**src/rtl/imm_pkg.sv**
```systemverilog
// Shared definitions for the decode-stage immediate generator:
// format-select encodings and the XLEN legality check.
package imm_pkg;

    localparam logic [2:0] IMM_I     = 3'b000;
    localparam logic [2:0] IMM_S     = 3'b001;
    localparam logic [2:0] IMM_B     = 3'b010;
    localparam logic [2:0] IMM_U     = 3'b011;
    localparam logic [2:0] IMM_J     = 3'b100;
    localparam logic [2:0] IMM_SHAMT = 3'b101;
    localparam logic [2:0] IMM_ZIMM  = 3'b110;
    localparam logic [2:0] IMM_RSVD  = 3'b111;

    // Only RV32 and RV64 result widths are supported.
    localparam int XLEN_LEGAL_A = 32;
    localparam int XLEN_LEGAL_B = 64;

    function automatic bit xlen_is_legal(input int xlen);
        return (xlen == XLEN_LEGAL_A) || (xlen == XLEN_LEGAL_B);
    endfunction

endpackage

```
**src/rtl/imm_format.sv**
```systemverilog
// Combinational immediate extraction and extension for all RV formats.
// Everything is built at 64 bits and then trimmed to XLEN, which keeps
// the concatenations free of zero-width replications when XLEN=32.
module imm_format
    import imm_pkg::*;
#(
    parameter int XLEN = 32
) (
    input  logic [31:0]     instr,
    input  logic [2:0]      immsrc,
    output logic [XLEN-1:0] imm,
    output logic            err
);

    logic        s;
    logic [63:0] imm_wide;
    logic        unused_bits;

    assign s = instr[31];

    // Select and extend the immediate field; reserved code yields zero plus err.
    always_comb begin
        imm_wide = '0;
        err      = 1'b0;
        case (immsrc)
            IMM_I:     imm_wide = {{52{s}}, instr[31:20]};
            IMM_S:     imm_wide = {{52{s}}, instr[31:25], instr[11:7]};
            IMM_B:     imm_wide = {{51{s}}, instr[31], instr[7], instr[30:25], instr[11:8], 1'b0};
            IMM_U:     imm_wide = {{32{s}}, instr[31:12], 12'b0};
            IMM_J:     imm_wide = {{43{s}}, instr[31], instr[19:12], instr[20], instr[30:21], 1'b0};
            IMM_SHAMT: begin
                if (XLEN == 32) begin
                    imm_wide = {59'b0, instr[24:20]};
                end else begin
                    imm_wide = {58'b0, instr[25:20]};
                end
            end
            IMM_ZIMM:  imm_wide = {59'b0, instr[19:15]};
            default: begin
                imm_wide = '0;
                err      = 1'b1;
            end
        endcase
    end

    assign imm = imm_wide[XLEN-1:0];

    // Opcode bits and the trimmed upper half are intentionally ignored.
    assign unused_bits = ^{instr[6:0], imm_wide};

endmodule

```
**src/rtl/imm_gen_pipe.sv**
```systemverilog
// Pipelined immediate generator: combinational extraction followed by a
// main/skid register pair so the producer never sees a combinational
// dependency on out_ready while still sustaining one word per cycle.
module imm_gen_pipe
    import imm_pkg::*;
#(
    parameter int XLEN  = 32,
    parameter int TAG_W = 5
) (
    input  logic             clk,
    input  logic             rst_n,
    input  logic             in_valid,
    output logic             in_ready,
    input  logic [31:0]      instr,
    input  logic [2:0]       immsrc,
    input  logic [TAG_W-1:0] in_tag,
    output logic             out_valid,
    input  logic             out_ready,
    output logic [XLEN-1:0]  imm_data,
    output logic             imm_err,
    output logic [TAG_W-1:0] out_tag
);

    localparam bit XLEN_OK = xlen_is_legal(XLEN);

    generate
        if (!XLEN_OK) begin : g_bad_xlen
            $error("imm_gen_pipe: XLEN must be 32 or 64");
        end
        if (TAG_W < 1) begin : g_bad_tag
            $error("imm_gen_pipe: TAG_W must be at least 1");
        end
    endgenerate

    logic [XLEN-1:0]  fmt_imm;
    logic             fmt_err;

    logic             main_valid_q, main_valid_d;
    logic [XLEN-1:0]  main_data_q,  main_data_d;
    logic             main_err_q,   main_err_d;
    logic [TAG_W-1:0] main_tag_q,   main_tag_d;

    logic             skid_valid_q, skid_valid_d;
    logic [XLEN-1:0]  skid_data_q,  skid_data_d;
    logic             skid_err_q,   skid_err_d;
    logic [TAG_W-1:0] skid_tag_q,   skid_tag_d;

    logic             accept;
    logic             drain;

    imm_format #(
        .XLEN (XLEN)
    ) u_format (
        .instr  (instr),
        .immsrc (immsrc),
        .imm    (fmt_imm),
        .err    (fmt_err)
    );

    assign in_ready = !skid_valid_q;
    assign accept   = in_valid && in_ready;
    assign drain    = main_valid_q && out_ready;

    // Decide where a new word lands and when skid refills main.
    always_comb begin
        main_valid_d = main_valid_q;
        main_data_d  = main_data_q;
        main_err_d   = main_err_q;
        main_tag_d   = main_tag_q;
        skid_valid_d = skid_valid_q;
        skid_data_d  = skid_data_q;
        skid_err_d   = skid_err_q;
        skid_tag_d   = skid_tag_q;

        if (drain && skid_valid_q) begin
            main_data_d  = skid_data_q;
            main_err_d   = skid_err_q;
            main_tag_d   = skid_tag_q;
            skid_valid_d = 1'b0;
        end else if (accept && (!main_valid_q || drain)) begin
            main_valid_d = 1'b1;
            main_data_d  = fmt_imm;
            main_err_d   = fmt_err;
            main_tag_d   = in_tag;
        end else if (accept) begin
            skid_valid_d = 1'b1;
            skid_data_d  = fmt_imm;
            skid_err_d   = fmt_err;
            skid_tag_d   = in_tag;
        end else if (drain) begin
            main_valid_d = 1'b0;
        end
    end

    // Buffer registers; reset empties both entries and clears the outputs.
    always_ff @(posedge clk or negedge rst_n) begin
        if (!rst_n) begin
            main_valid_q <= 1'b0;
            main_data_q  <= '0;
            main_err_q   <= 1'b0;
            main_tag_q   <= '0;
            skid_valid_q <= 1'b0;
            skid_data_q  <= '0;
            skid_err_q   <= 1'b0;
            skid_tag_q   <= '0;
        end else begin
            main_valid_q <= main_valid_d;
            main_data_q  <= main_data_d;
            main_err_q   <= main_err_d;
            main_tag_q   <= main_tag_d;
            skid_valid_q <= skid_valid_d;
            skid_data_q  <= skid_data_d;
            skid_err_q   <= skid_err_d;
            skid_tag_q   <= skid_tag_d;
        end
    end

    assign out_valid = main_valid_q;
    assign imm_data  = main_data_q;
    assign imm_err   = main_err_q;
    assign out_tag   = main_tag_q;

endmodule

```
**config.mk**
```make
export PLATFORM = sky130hd
export DESIGN_NAME = imm_gen_pipe
export DESIGN_NICKNAME = d
export VERILOG_FILES = /design/src/rtl/imm_pkg.sv /design/src/rtl/imm_format.sv /design/src/rtl/imm_gen_pipe.sv
export SDC_FILE = /design/constraint.sdc
export NUM_CORES = 1
export LEC_CHECK = 0
export CORE_MARGIN = 3
export CORE_UTILIZATION = 46
export DETAILED_ROUTE_END_ITERATION = 12
export PLACE_DENSITY = 0.77
export SLEW_MARGIN = 25
export SYNTH_ARGS = -nofsm -noshare
export SYNTH_HDL_FRONTEND = slang
export SYNTH_SLANG_ARGS = --single-unit
```
**constraint.sdc**
```tcl
create_clock -name clk -period 1.5 [get_ports clk]
set_input_delay 0.15 -clock clk [delete_from_list [all_inputs] [get_ports clk]]
set_output_delay 0.15 -clock clk [all_outputs]
set_load 0.02 [all_outputs]
```
==> results of run 1 <==
[cell type report]
class	instances	area share (%)
clock buffer	11	2.91
multi-input combinational	290	32.6
timing repair buffer	120	22.9
inverter	4	0.289
clock inverter	5	1.23
tap	102	2.46
sequential	78	37.6
[through the flow]
| step | utilization (%) | total power [uW] |
|---|---|---|
| after floorplan | - | 5850 |
| after global placement | 62.0 | 7590 |
| after detailed placement | 62.0 | 7750 |
| after CTS | 64.6 | 9310 |
| after global routing | 65.9 | 9980 |
| final | 65.9 | 9410 |
[worst reg2reg max path: cells and delay by family, from the launching register on]
| kind | cells | cell delay [ns] |
|---|---|---|
| compound gates | 2 | 0.55 |
| mux | 1 | 0.17 |
| flops | 1 | 0.45 |
| buf+inv | 1 | 0.16 |
[flip-flops by register name, indices dropped and copies added (netlist names)]
name          flops
imm_data         32
out_valid         1
skid_err_q        1
imm_err           1
skid_tag_q        5
skid_valid_q      1
out_tag           5
skid_data_q      32
[what timing repair did]
| item | 4_1_cts | 5_1_grt |
|---|---|---|
| endpoints found under the hold margin | 27 | 0 |
| buffers inserted | 0 | 1 |
| hold buffers | 1 | 0 |
| cloned | 0 | 1 |
| setup endpoints to repair | 15 | 48 |
| resized for setup | 15 | 23 |
| pin swaps | 0 | 0 |
[power by group]
| part | internal (uW) | switching, uW |
|---|---|---|
| Combinational | 1900 | 2200 |
| Clock | 875 | 796 |
| Sequential | 3060 | 584 |
[per-layer routing]
metal / track usage [%] / wire, um / vias up
met5: 0 / 0 / -
met4: 6.05 / 89 / 0
met3: 3.32 / 546 / 6
met2: 35.1 / 5180 / 104
met1: 30.9 / 4710 / 1742
li1: - / - / 1661
[kinds of logic (layout without fill, tap and decap cells)]
kind of cell / Yosys count / count (layout) / synth area share [%]
simple gates: 129 / 129 / 15.9
compound gates: 152 / 152 / 25.4
flops: 78 / 78 / 51.3
fa+ha+maj: 1 / 1 / 0.296
buf+inv: 40 / 140 / 4.97
mux: 8 / 8 / 2.14
[final timing paths]
| path | from | depth (start not counted) | to |
|---|---|---|---|
| min in group clk | in_tag[3] | 3 | skid_tag_q[3] |
| setup reg to reg | skid_valid_q | 4 | out_tag[0] |
| max in group asynchronous | rst_n | 3 | imm_data[15] |
| hold reg to reg | skid_tag_q[0] | 2 | skid_tag_q[0] |
| setup / recovery | out_tag[0] | 1 | out_tag[0] |
| hold / removal | rst_n | 2 | out_tag[2] |
[placed cells by master (no fill, tap or decap), drive strengths merged, types with 9 or more instances in the layout]
cell | Yosys | layout
nand2 | 82 | 82
dfrtp | 78 | 78
o21ai | 54 | 54
clkdlybuf4s50 | 0 | 50
buf | 17 | 43
a21oi | 34 | 34
a22oi | 19 | 19
dlygate4sd2 | 0 | 14
clkbuf | 19 | 12
o221ai | 11 | 11
dlymetal6s2s | 0 | 11
o22a | 9 | 9
nor2b | 9 | 9
==> impl_summary.md, run 1 <==
Outcome
The run finished with clean final reports.

Critical path
On the critical path, the stage with the largest delay is an instance of clkdlybuf4s50_1. The kind of start point of the critical path is a flop. Of all nets on the critical path, the largest fanout is 2. On the critical path the largest part of the delay comes from buffers and inverters. The data required time at the worst endpoint is 1.35 ns. The data arrival time of the critical path is 1.32 ns.

The worst setup path is captured at an output port. The class of the most critical setup path is flop to output port. Setup slack on the worst reg-to-reg path comes out at 0.06 ns. Walking the worst path, the cells encountered are clkdlybuf4s50_1. The total buffers and inverters traversed by the critical path is 1. In this design, the stage delay of the slowest critical-path cell is approximately 0.62 ns.

Hold path
The tightest min-delay check is of the input port to async pin type.

Clock tree
The cell at the root of the clock tree is clkbuf_8. TritonCTS created 9 clock buffers. At the later pin of the worst-skew pair, clock insertion delay measures 0.34 ns. The clock sink total is 78. The buffer levels on the longest clock path is 2. After clock tree synthesis, the clock-pin slew on the worst setup and hold paths is 0.09 ns.

TritonCTS built the clock tree. The H-tree was split into 3 levels.

Placed design
The HPWL after detailed placement is 7.44 mm. The instance area after placement is 4890 um2. Timing analysis after detailed placement gives a worst setup slack of -0.348 ns.

In this run, placement finished with an instance count of 591. The congestion estimate from routability-driven global placement came to 0.788. Port buffering added 76 buffers.

Floorplan
From bottom edge to top edge, the die measures a little under 100 um. The die area is 9390 um2. During I/O placement, the number of pins put on the boundary was 84.

The x dimension of the die is 96.9 um. The core region area is 7890 um2. The initialized floorplan defines 32 standard-cell rows. The effective utilization at floorplan is 48.2%.

Logic synthesis
The most frequent cell after synthesis is nand2_1. The synthesized design spends more area on one cell type than any other, namely dfrtp_1. A synthesized cell averages 9.32 um2.

The share of the Yosys chip area taken by registers is 51.3%. The most instantiated flip-flop cell in the synthesis netlist is dfrtp_1. The Yosys step of the flow raised 0 warnings. The number of enable-type register cells in the synthesized netlist is 0. After synthesis the cells add up to 3800 um2. After synthesis, the cell types taking the most area are dfrtp_1, nand2_1, o21ai_0. The async set-or-reset flop fraction in the synthesized netlist is 100%. Counting instances in the post-synthesis netlist gives the leading cell types as nand2_1, dfrtp_1, o21ai_0, a21oi_1. The area share of the largest cell type after synthesis is 51.3%. The post-synthesis cell type count is 35. The total nets after synthesis is 452. The number of instances in the synthesized netlist is 408.

Synthesis inferred 78 register bits.

Cells and area
In the final layout, the share of cells above drive strength 1 is 14.8%. The number of antenna diodes is 0. The finished cells cover 5200 um2. The area taken by flip-flops and latches is 1950 um2. The final net count is 547. Relative to the synthesized area, the layout overhead comes to 36.7%. After the flow finishes, the layout carries non-filler instances totaling 610. The multi-input logic area is 1700 um2.

Counting the fill cells in the layout gives a little over 600.

Job
The max-capacitance violation count is 0.

Route
The number of optimization iterations in the first detailed-route pass is 4. The detailed router placed 3,513 vias in this run. The number of violations reported at the end of detailed-routing iteration 0 is 221. The total detailed-routing wirelength is 10.5 mm. In the routed layout, each cell is associated on average with a via count of 5.76. In the routed design, unresolved DRC markers number 0. Once detail routing completed, the nets flagged for antenna violations numbered 0. The average routed wire per standard cell is around 17 um.

STA
The smallest clock period supported by the final layout is computed as between 1 and 1.5 ns. Setup repair after global routing left no endpoint under its margin. The transition time at the pin with the least slew margin is 0.389 ns. The minimum setup slack in the final design is 0.0288 ns. On the final layout, the worst hold slack is ~0.26 ns. Based on the critical path, the design can be clocked at up to 0.680 GHz. The final-report hold violation count is 0. The max-slew violation total from the final report was 0. The final setup skew is 0.00996 ns. The sum of negative setup slack is 0 ns. The final setup violation count is 0. The final period utilization is 98.1%. The remaining max-slew budget at the tightest pin is 74.0%.

Global routing
The number of antenna violations at the first check in global routing is 0. The via count of the first global-routing pass came to 3,398. The pin count of the biggest net entering global routing is 58. Global routing consumed, over all layers together, between 20 and 25% of the routing resources. The overflow left after global routing is 0. The wire length of the first global-routing pass is 17.0 mm.

Pwr
In this run the static leakage power is around 0.0024 uW. The worst-case vdd ir drop is 0.936 mV. Dividing total power by cell area gives a power density of 1810 nW/um2.
Power figures use the tool's default switching activity.
==> run 2, diff against run 1 <==
--- a/config.mk
+++ b/config.mk
@@ -8,6 +8,7 @@
 export CORE_MARGIN = 3
 export CORE_UTILIZATION = 46
 export DETAILED_ROUTE_END_ITERATION = 12
+export HOLD_SLACK_MARGIN = 0.15
 export PLACE_DENSITY = 0.77
 export SLEW_MARGIN = 25
 export SYNTH_ARGS = -nofsm -noshare
==> results of run 2 <==
The final DEF is identical to that of run 1; final timing and power are the same.
